## config.mk

```make
export PLATFORM = sky130hd
export DESIGN_NAME = rosc_measure_ctrl
export DESIGN_NICKNAME = d
export VERILOG_FILES = /design/src/rtl/rosc_meas_pkg.sv /design/src/rtl/rosc_stable_sampler.sv /design/src/rtl/rosc_measure_ctrl.sv
export SDC_FILE = /design/constraint.sdc
export NUM_CORES = 1
export LEC_CHECK = 0
export ABC_CLOCK_PERIOD_IN_PS = 4500
export CAP_MARGIN = 30
export CORE_MARGIN = 10
export CORE_UTILIZATION = 45
export CTS_CLUSTER_SIZE = 10
export DETAILED_ROUTE_END_ITERATION = 6
export GPL_TIMING_DRIVEN = 0
export PLACE_DENSITY = 0.69
export SYNTH_ARGS = -nofsm -noshare
export SYNTH_HDL_FRONTEND = slang
export SYNTH_SLANG_ARGS = --single-unit
```

## constraint.sdc

```tcl
create_clock -name clk -period 4.5 [get_ports clk]
set_input_delay 1.35 -clock clk [delete_from_list [all_inputs] [get_ports clk]]
set_output_delay 1.35 -clock clk [all_outputs]
set_load 0.01 [all_outputs]
```

## src/rtl/rosc_meas_pkg.sv

```systemverilog
// Shared types and defaults for the ring-oscillator measurement sequencer.
package rosc_meas_pkg;

    localparam int RESULT_W          = 32;
    localparam int DEF_WINDOW_W      = 16;
    localparam int DEF_HOLD_CYCLES   = 4;
    localparam int DEF_SETTLE_CYCLES = 8;
    localparam int DEF_MAX_RETRIES   = 4;

    typedef enum logic [3:0] {
        ST_IDLE,
        ST_CLEAR,
        ST_START,
        ST_RUN,
        ST_STOP,
        ST_SETTLE,
        ST_SAMP_A,
        ST_SAMP_B,
        ST_DONE
    } state_e;

    function automatic int max2(input int a, input int b);
        return (a > b) ? a : b;
    endfunction

endpackage

```

## src/rtl/rosc_stable_sampler.sv

```systemverilog
// Compare-and-retry capture of the resynchronised timer count.
// kick_i marks the first sample of a pair; the cycle after it is the check.
module rosc_stable_sampler
    import rosc_meas_pkg::*;
#(
    parameter int MAX_RETRIES = DEF_MAX_RETRIES
) (
    input  logic                clk,
    input  logic                rst,
    input  logic                clr_i,
    input  logic                kick_i,
    input  logic [RESULT_W-1:0] tmr_q_i,
    output logic [RESULT_W-1:0] value_o,
    output logic                ok_o,
    output logic                fail_o
);

    localparam int RW = $clog2(MAX_RETRIES) + 1;

    logic [RESULT_W-1:0] s0_q;
    logic                check_q;
    logic [RW-1:0]       retry_q;
    logic                match;
    logic                last_try;

    assign match    = (tmr_q_i == s0_q);
    assign last_try = (retry_q == RW'(MAX_RETRIES - 1));
    assign value_o  = tmr_q_i;
    assign ok_o     = check_q & match;
    assign fail_o   = check_q & ~match & last_try;

    // Check phase follows each kick; retry counter advances on a non-final mismatch.
    always_ff @(posedge clk) begin
        if (rst) begin
            check_q <= 1'b0;
            retry_q <= '0;
        end else begin
            check_q <= kick_i;
            if (clr_i)
                retry_q <= '0;
            else if (check_q && !match && !last_try)
                retry_q <= retry_q + 1'b1;
        end
    end

    // First sample of the pair.
    always_ff @(posedge clk) begin
        if (kick_i)
            s0_q <= tmr_q_i;
    end

endmodule

```

## src/rtl/rosc_measure_ctrl.sv

```systemverilog
// Sequencer around the ring-oscillator timer: clear/start/stop pulses,
// timed measurement window, and stable capture of the elapsed count.
module rosc_measure_ctrl
    import rosc_meas_pkg::*;
#(
    parameter int WINDOW_W      = DEF_WINDOW_W,
    parameter int HOLD_CYCLES   = DEF_HOLD_CYCLES,
    parameter int SETTLE_CYCLES = DEF_SETTLE_CYCLES,
    parameter int MAX_RETRIES   = DEF_MAX_RETRIES
) (
    input  logic                clk,
    input  logic                rst,
    input  logic                cmd_go,
    input  logic                cmd_abort,
    input  logic [WINDOW_W-1:0] window,
    input  logic [1:0]          byte_sel,
    output logic                busy,
    output logic                done,
    output logic                result_valid,
    output logic                error,
    output logic [RESULT_W-1:0] result,
    output logic [7:0]          data_out,
    output logic                tmr_clear,
    output logic                tmr_start,
    output logic                tmr_stop,
    input  logic [RESULT_W-1:0] tmr_count
);

    localparam int CNT_W = $clog2(max2(HOLD_CYCLES, SETTLE_CYCLES)) + 1;

    state_e              state_q, state_d;
    logic [CNT_W-1:0]    cnt_q, hold_val;
    logic [WINDOW_W-1:0] win_q, run_cnt_q;
    logic [RESULT_W-1:0] tmr_q, result_q, samp_value;
    logic                hold_load, run_load, accept, abort_hit, res_load, err_set;
    logic                samp_ok, samp_fail;
    logic                busy_q, done_q, valid_q, error_q;
    logic                clear_q, start_q, stop_q;

    rosc_stable_sampler #(
        .MAX_RETRIES(MAX_RETRIES)
    ) u_sampler (
        .clk     (clk),
        .rst     (rst),
        .clr_i   (accept),
        .kick_i  (state_q == ST_SAMP_A),
        .tmr_q_i (tmr_q),
        .value_o (samp_value),
        .ok_o    (samp_ok),
        .fail_o  (samp_fail)
    );

    // Count from the oscillator domain is registered once; nothing else sees tmr_count.
    always_ff @(posedge clk) begin
        tmr_q <= tmr_count;
    end

    // State register.
    always_ff @(posedge clk) begin
        if (rst)
            state_q <= ST_IDLE;
        else
            state_q <= state_d;
    end

    // Next-state logic; abort overrides everything outside IDLE/DONE.
    always_comb begin
        state_d   = state_q;
        hold_load = 1'b0;
        hold_val  = '0;
        run_load  = 1'b0;
        accept    = 1'b0;
        abort_hit = 1'b0;
        res_load  = 1'b0;
        err_set   = 1'b0;
        case (state_q)
            ST_IDLE: begin
                if (cmd_go && !cmd_abort) begin
                    state_d   = ST_CLEAR;
                    accept    = 1'b1;
                    hold_load = 1'b1;
                    hold_val  = CNT_W'(HOLD_CYCLES - 1);
                end
            end
            ST_CLEAR: begin
                if (cnt_q == '0) begin
                    state_d   = ST_START;
                    hold_load = 1'b1;
                    hold_val  = CNT_W'(HOLD_CYCLES - 1);
                end
            end
            ST_START: begin
                if (cnt_q == '0) begin
                    state_d  = ST_RUN;
                    run_load = 1'b1;
                end
            end
            ST_RUN: begin
                if (run_cnt_q == '0) begin
                    state_d   = ST_STOP;
                    hold_load = 1'b1;
                    hold_val  = CNT_W'(HOLD_CYCLES - 1);
                end
            end
            ST_STOP: begin
                if (cnt_q == '0) begin
                    state_d   = ST_SETTLE;
                    hold_load = 1'b1;
                    hold_val  = CNT_W'(SETTLE_CYCLES - 1);
                end
            end
            ST_SETTLE: begin
                if (cnt_q == '0)
                    state_d = ST_SAMP_A;
            end
            ST_SAMP_A: state_d = ST_SAMP_B;
            ST_SAMP_B: begin
                if (samp_ok) begin
                    state_d  = ST_DONE;
                    res_load = 1'b1;
                end else if (samp_fail) begin
                    state_d  = ST_DONE;
                    res_load = 1'b1;
                    err_set  = 1'b1;
                end else begin
                    state_d = ST_SAMP_A;
                end
            end
            ST_DONE: state_d = ST_IDLE;
            default: state_d = ST_IDLE;
        endcase
        if (cmd_abort && state_q != ST_IDLE && state_q != ST_DONE) begin
            state_d   = ST_IDLE;
            abort_hit = 1'b1;
            hold_load = 1'b0;
            run_load  = 1'b0;
            res_load  = 1'b0;
            err_set   = 1'b0;
        end
    end

    // Counters, status flags and timer controls, all registered from next state.
    always_ff @(posedge clk) begin
        if (rst) begin
            cnt_q     <= '0;
            run_cnt_q <= '0;
            win_q     <= '0;
            busy_q    <= 1'b0;
            done_q    <= 1'b0;
            valid_q   <= 1'b0;
            error_q   <= 1'b0;
            result_q  <= '0;
            clear_q   <= 1'b0;
            start_q   <= 1'b0;
            stop_q    <= 1'b0;
        end else begin
            if (hold_load)
                cnt_q <= hold_val;
            else if (cnt_q != '0)
                cnt_q <= cnt_q - 1'b1;
            if (run_load)
                run_cnt_q <= win_q - WINDOW_W'(1);
            else if (run_cnt_q != '0)
                run_cnt_q <= run_cnt_q - 1'b1;
            if (accept)
                win_q <= (window == '0) ? WINDOW_W'(1) : window;
            if (accept || abort_hit)
                valid_q <= 1'b0;
            else if (state_d == ST_DONE)
                valid_q <= 1'b1;
            if (accept)
                error_q <= 1'b0;
            else if (err_set)
                error_q <= 1'b1;
            if (res_load)
                result_q <= samp_value;
            busy_q  <= (state_d != ST_IDLE);
            done_q  <= (state_d == ST_DONE);
            clear_q <= (state_d == ST_CLEAR);
            start_q <= (state_d == ST_START);
            stop_q  <= (state_d == ST_STOP);
        end
    end

    assign busy         = busy_q;
    assign done         = done_q;
    assign result_valid = valid_q;
    assign error        = error_q;
    assign result       = result_q;
    assign tmr_clear    = clear_q;
    assign tmr_start    = start_q;
    assign tmr_stop     = stop_q;
    assign data_out     = result_q[{byte_sel, 3'b000} +: 8];

endmodule
```

Word level (Yosys, flattened, before mapping)

Cells that the tools add are included.

Flip-flop bits (word level): 147
Bits of input ports: 54
Output and inout port bits: 47

$add $sub $neg: 4
Equality and inequality tests: 14
Shift-type cells: 1
Multiplexer cells: 36
Bitwise logic cells: 4
Reductions and logical operators: 22

Operators by type and width:

| operator                                            | number |
|---|---|
| two-way mux 16 bit                                  | 3 |
| two-way mux 4 bit                                   | 11 |
| equality test 32 bit                                | 1 |
| zero test 16 bit                                    | 2 |
| one-hot mux 4 bit (8 select lines)                  | 1 |
| variable part select 32 x 6 -> 8 bit                | 1 |
| subtractor 16 x 1 -> 16 bit, second input constant  | 2 |
| equality test 4 x 3 -> 1 bit, second input constant | 5 |
| nonzero test 16 bit                                 | 1 |
| two-way mux 1 bit                                   | 15 |
| equality test 4 x 2 -> 1 bit, second input constant | 3 |
| one-hot mux 3 bit (4 select lines)                  | 1 |
| nonzero test 4 bit                                  | 3 |
| equality test 4 x 1 -> 1 bit, second input constant | 2 |
| zero test 4 bit                                     | 2 |
| two-way mux 2 bit                                   | 3 |
| OR reduction 2 bit                                  | 3 |
| logical AND 1 bit                                   | 5 |
| equality test 4 bit, second input constant          | 1 |
| != test 4 bit, second input constant                | 1 |
| nonzero test 2 bit                                  | 2 |
| subtractor 4 x 1 -> 4 bit, second input constant    | 1 |
| adder 3 x 1 -> 3 bit, second input constant         | 1 |
| AND 1 bit                                           | 3 |
| 6 further kinds                                     | 8 |

Depth between registers and ports, before layout

Word-level depth: 9
Gate-level depth with buffers: 15

Modules after synthesis

A second synthesis with hierarchy kept.

Cells, all modules: 590
Area, all modules: 6087.1 µm²

Modules (own cells, without submodules):

| module              | times used | cells each | area an instance (µm²) |
|---|---|---|---|
| rosc_measure_ctrl   | 1          | 461        | 4324.1 |
| rosc_stable_sampler | 1          | 129        | 1762.9 |

Worst setup path after synthesis

Ideal clock, no wire load.

Kind: input port to flip-flop
Start: input port cmd_abort
End: register run_cnt_q[14]
Arrival: 3.776 ns
Required time: 4.420 ns
Slack: 0.645 ns
Stages: 12
Path through: o31a_1 > nor4_4 > buf_6 > buf_4 > mux2i_1 > ha_1 > clkbuf_1 > nand4_1 > mux2i_4 > nand2_2 > o21ai_0 > nor3b_1

Cells in the longest elaborated chain, start to end: 4

RTL lines:

| element                                                         | RTL line                 | RTL |
|---|---|---|
| start, declared                                                 | rosc_measure_ctrl.sv:14  | `input logic cmd_abort,` |
| logical AND 1 bit (*) (2 in a row)                              | rosc_measure_ctrl.sv:132 | `if (cmd_abort && state_q != ST_IDLE && state_q != ST_DONE) begin` |
| two-way mux 1 bit (*)                                           | rosc_measure_ctrl.sv:132 |  |
| two-way mux 16 bit / nonzero test 2 bit (equally long branches) | n/a                      |  |
| end signal, assigned                                            | rosc_measure_ctrl.sv:162 | `run_cnt_q <= win_q - WINDOW_W'(1);` |
| end signal, assigned                                            | rosc_measure_ctrl.sv:164 | `run_cnt_q <= run_cnt_q - 1'b1;` |
| end, declared                                                   | rosc_measure_ctrl.sv:33  | `logic [WINDOW_W-1:0] win_q, run_cnt_q;` |

Mark *: on every way between the ends. The rest lies on a longest branch, timed or not.
A chain may end at the register's enable or synchronous reset.

Worst setup path after layout

Start: input port byte_sel[0]
End: output port data_out[5]

Cells in the longest elaborated chain, start to end: 1

RTL lines:

| element                              | RTL line                 | RTL |
|---|---|---|
| start, declared                      | rosc_measure_ctrl.sv:16  | `input logic [1:0] byte_sel,` |
| variable part select 32 x 6 -> 8 bit | rosc_measure_ctrl.sv:193 | `assign data_out = result_q[{byte_sel, 3'b000} +: 8];` |
| end, declared                        | rosc_measure_ctrl.sv:22  | `output logic [7:0] data_out,` |

No other way between the ends.

==> results by group <==
Worst setup path
  • Critical Path Start Type: input pin
  • Critical Path RT: 3.15 ns
  • Worst-path cell with the longest stage delay: mux4_2
  • Critical Path Fanout Max: 8
  • Max incr delay on CP: 0.62 ns
  • Setup CP Type: in -> out
  • Reg2reg setup slack: 0.85 ns
  • Reg-to-reg critical path startpoint: cnt_q[0]$_SDFFE_PP0P_
  • Worst reg2reg path depth: 15
  • R2R Path End: run_cnt_q[14]$_SDFFE_PP0P_
  • Worst path cell trace: clkbuf_1, mux4_2, clkdlybuf4s50_1
  • Critical Path Sink Type: output port
  • Crit path DAT: 2.99 ns

Logic synthesis
  • Sequential share of the synthesized area: 0.539
  • Syn_nets: about 600
  • Top post-synthesis cells by count: dfxtp_1, nand2_1, mux2i_1
  • Most frequent cell after synthesis: dfxtp_1
  • Post-Syn Area: 6060 µm²
  • Synth warn: 0
  • Synth Area in Simple Gates: 0.165
  • Mux cell area share after synthesis: 0.121
  • Post-synthesis xor/xnor area fraction: 0.0607
  • Compound-cell area share of the yosys netlist: 0.0735
  • Synth Instances: 557
  • Number of flops mapped to enable cells by yosys: 32
  • Asr flop ratio synth: 0
  • Yosys reg bits: 147
  • Syn Area/Cell: roughly 11 µm²
  • Yosys top cell area share: 0.380
  • Largest cells by area after synthesis: dfxtp_1, edfxtp_1, mux2i_1, nand2_1, xnor2_1
  • Main synth FF type: dfxtp_1
  • Leading area contributor after synthesis: dfxtp_1
  • Netlist cell types: 65
  • Adder-cell share of the synthesized area: 0.00991
  • Main combinational cell family by area after synthesis: simple AND/OR/NAND/NOR gates

Layout
  • Layout cell share with drive strength beyond 1: 0.0974
  • Fillcell total: 1084
  • Nets: between 700 and 800
  • Final core occ: 0.598
  • Final non-filler cell total: 864
  • Finished Cell Area: 7890 µm²
  • Layout area overhead: 30.3%
  • ANT cells: 0

Clock network
  • Clock transition at path regs: 0.06 ns
  • Root Driver: clkbuf_16
  • Clock Sink Count: around 150
  • Post-CTS Hold Fix Bufs: 0
  • Count of cells resized by post-cts repair: 0
  • CTS max path bufs: 2
  • Worst-Skew Late Latency: 0.42 ns
  • H-tree Lvls: 4
  • CTS tree: yes
  • Cts bufs inserted: 17

GRT
  • Vias in the first global route: 4765
  • Pin count of the biggest net entering global routing: 33
  • GRT Util Overall: 0.173
  • Antenna violations before repair: 0
  • First-pass GRT wire length: 25100 µm
  • Grt ovf: 0

Route
  • Post-route ant nets: 0
  • Starting DRT DRC Count: 356
  • DR WL/cell: 18.2 µm
  • Vias per cell: 5.41
  • Overall routed net length: 15800 µm
  • TritonRoute pass-1 iters: 4
  • Via count: 4671
  • Drt drc: 0

Hold path
  • Hold crit path type: reg -> reg
  • Hold depth: 2
  • Min-delay src: result[7]$_SDFFE_PP0P_
  • WHS Endpoint: result[7]$_SDFFE_PP0P_

Placement
  • Placed insts: 831
  • Port Buffers: 98
  • Placed cell areas: 7270 µm²
  • DP HPWL: roughly 12000 µm
  • GP Congestion: around 0.9
  • Setup WS pre-CTS: -0.490 ns

Timing
  • Final Hold Fails: 0
  • Tmin final: 4.34 ns
  • # setup viols final: 0
  • Final period utilization: 0.965
  • Worst-Margin Slew: 0.986 ns
  • Fmax: 230 MHz
  • Hold WS: 0.475 ns
  • Worst setup margin: 0.155 ns
  • Skew final: 0.00938 ns
  • Slew Limit Headroom: 0.341
  • Max Slew Vio Count: 0
  • RSZ-0062 raised after global routing: false

Floorplan
  • Site Rows: 42
  • Die X: 136 µm
  • Initial core utilization: 0.459
  • Die height: 136 µm
  • CORE AREA: about 13000 µm²
  • Die area: about 19000 µm²
  • I/O pins: 101

Outcome
  • Status: complete, no violations

Power and ir drop
  • Pwr Density: approximately 490 nW/µm²
  • Peak supply drop: 0.259 mV
  • P_leak: between 0.002 and 0.003 µW

Job
  • Max Cap Violations: 0
==> metrics by stage <==
step | setup TNS [ns] | power, µW
after floorplan | 0 | 2200
after global placement | -1.57 | 2400
after detailed placement | -1.78 | 2430
after CTS | 0 | 3920
after global routing | 0 | 4090
final | 0 | 3900
==> routing by layer <==
metal | up-vias | wire length [µm] | GRT usage
li1 | 2217 | - | -
met1 | 2272 | 6770 | 0.209
met2 | 159 | 7480 | 0.273
met3 | 23 | 1210 | 0.0679
met4 | 0 | 304 | 0.0657
met5 | - | 0 | 0
==> worst max-delay path, delay by kind of cell <==
| family | cells | cell delay, ns |
|---|---|---|
| buffers and inverters | 2 | 1.02 |
| muxes | 1 | 0.62 |
==> registers in the layout, summed over array words and instances, names as in the netlist, 3 cells and up <==
signal,flops
win_q,16
state_q,4
cnt_q,4
u_sampler.s0_q,32
result,32
run_cnt_q,16
u_sampler.retry_q,3
tmr_q,32
==> what timing repair did <==
action,4_1_cts,5_1_grt
endpoints found under the hold margin,0,0
buffers inserted,1,0
endpoints found under the setup margin,2,0
==> layout make-up <==
class	count	area [µm²]	area share
tap	176	220	0.0279
timing repair buffer	99	988	0.125
clock inverter	11	178	0.0225
clock buffer	21	440	0.0558
inverter	9	33.8	0.00428
multi-input combinational	373	2620	0.331
buffer	28	154	0.0195
sequential	147	3260	0.413
==> worst max path at each step <==
| stage | from | endpoint | slack (ns) | cells after the start |
|---|---|---|---|---|
| 2_1_floorplan | cmd_abort | run_cnt_q[14]$_SDFFE_PP0P_ | 0.64 | 12 |
| 3_3_place_gp | cmd_abort | run_cnt_q[14]$_SDFFE_PP0P_ | -0.41 | 13 |
| 3_5_place_dp | cmd_abort | run_cnt_q[14]$_SDFFE_PP0P_ | -0.49 | 13 |
| 4_1_cts | byte_sel[0] | data_out[5] | 0.12 | 3 |
| 5_1_grt | byte_sel[0] | data_out[1] | 0.06 | 3 |
| 6_report | byte_sel[0] | data_out[5] | 0.16 | 3 |
==> layout by cell type (no fill, tap or decap), drive strengths merged, types with 3 or more instances in the layout <==
master and n:
a211o 3, a211oi 3, a21o 3, a21oi 21, a22o 12, a31oi 3, and3 4, buf 12
bufinv 4, clkbuf 38, clkdlybuf4s50 98, clkinvlp 3, dfxtp 115, edfxtp 32, ha 4, inv 11
mux2 4, mux2i 49, mux4 8, nand2 92, nand3 11, nand4 12, nand4b 3, nor2 33
nor3 12, nor3b 3, nor4 12, o21ai 4, o31ai 3, or3 5, xnor2 38, xor2 4
==> kinds of logic after synthesis <==
kind of cell	Yosys count
buf+inv	37
simple gates	204
xor+xnor	42
fa+ha+maj	5
flops	147
mux	61
compound gates	61
==> report_power, final <==
group | leakage (µW) | switching, µW | internal, µW
Clock | 0.000289 | 549 | 934
Sequential | 0.00123 | 89.1 | 1460
Combinational | 0.00125 | 486 | 388
Total | 0.00277 | 1120 | 2780
No activity file was read; power rests on OpenSTA's default activity.
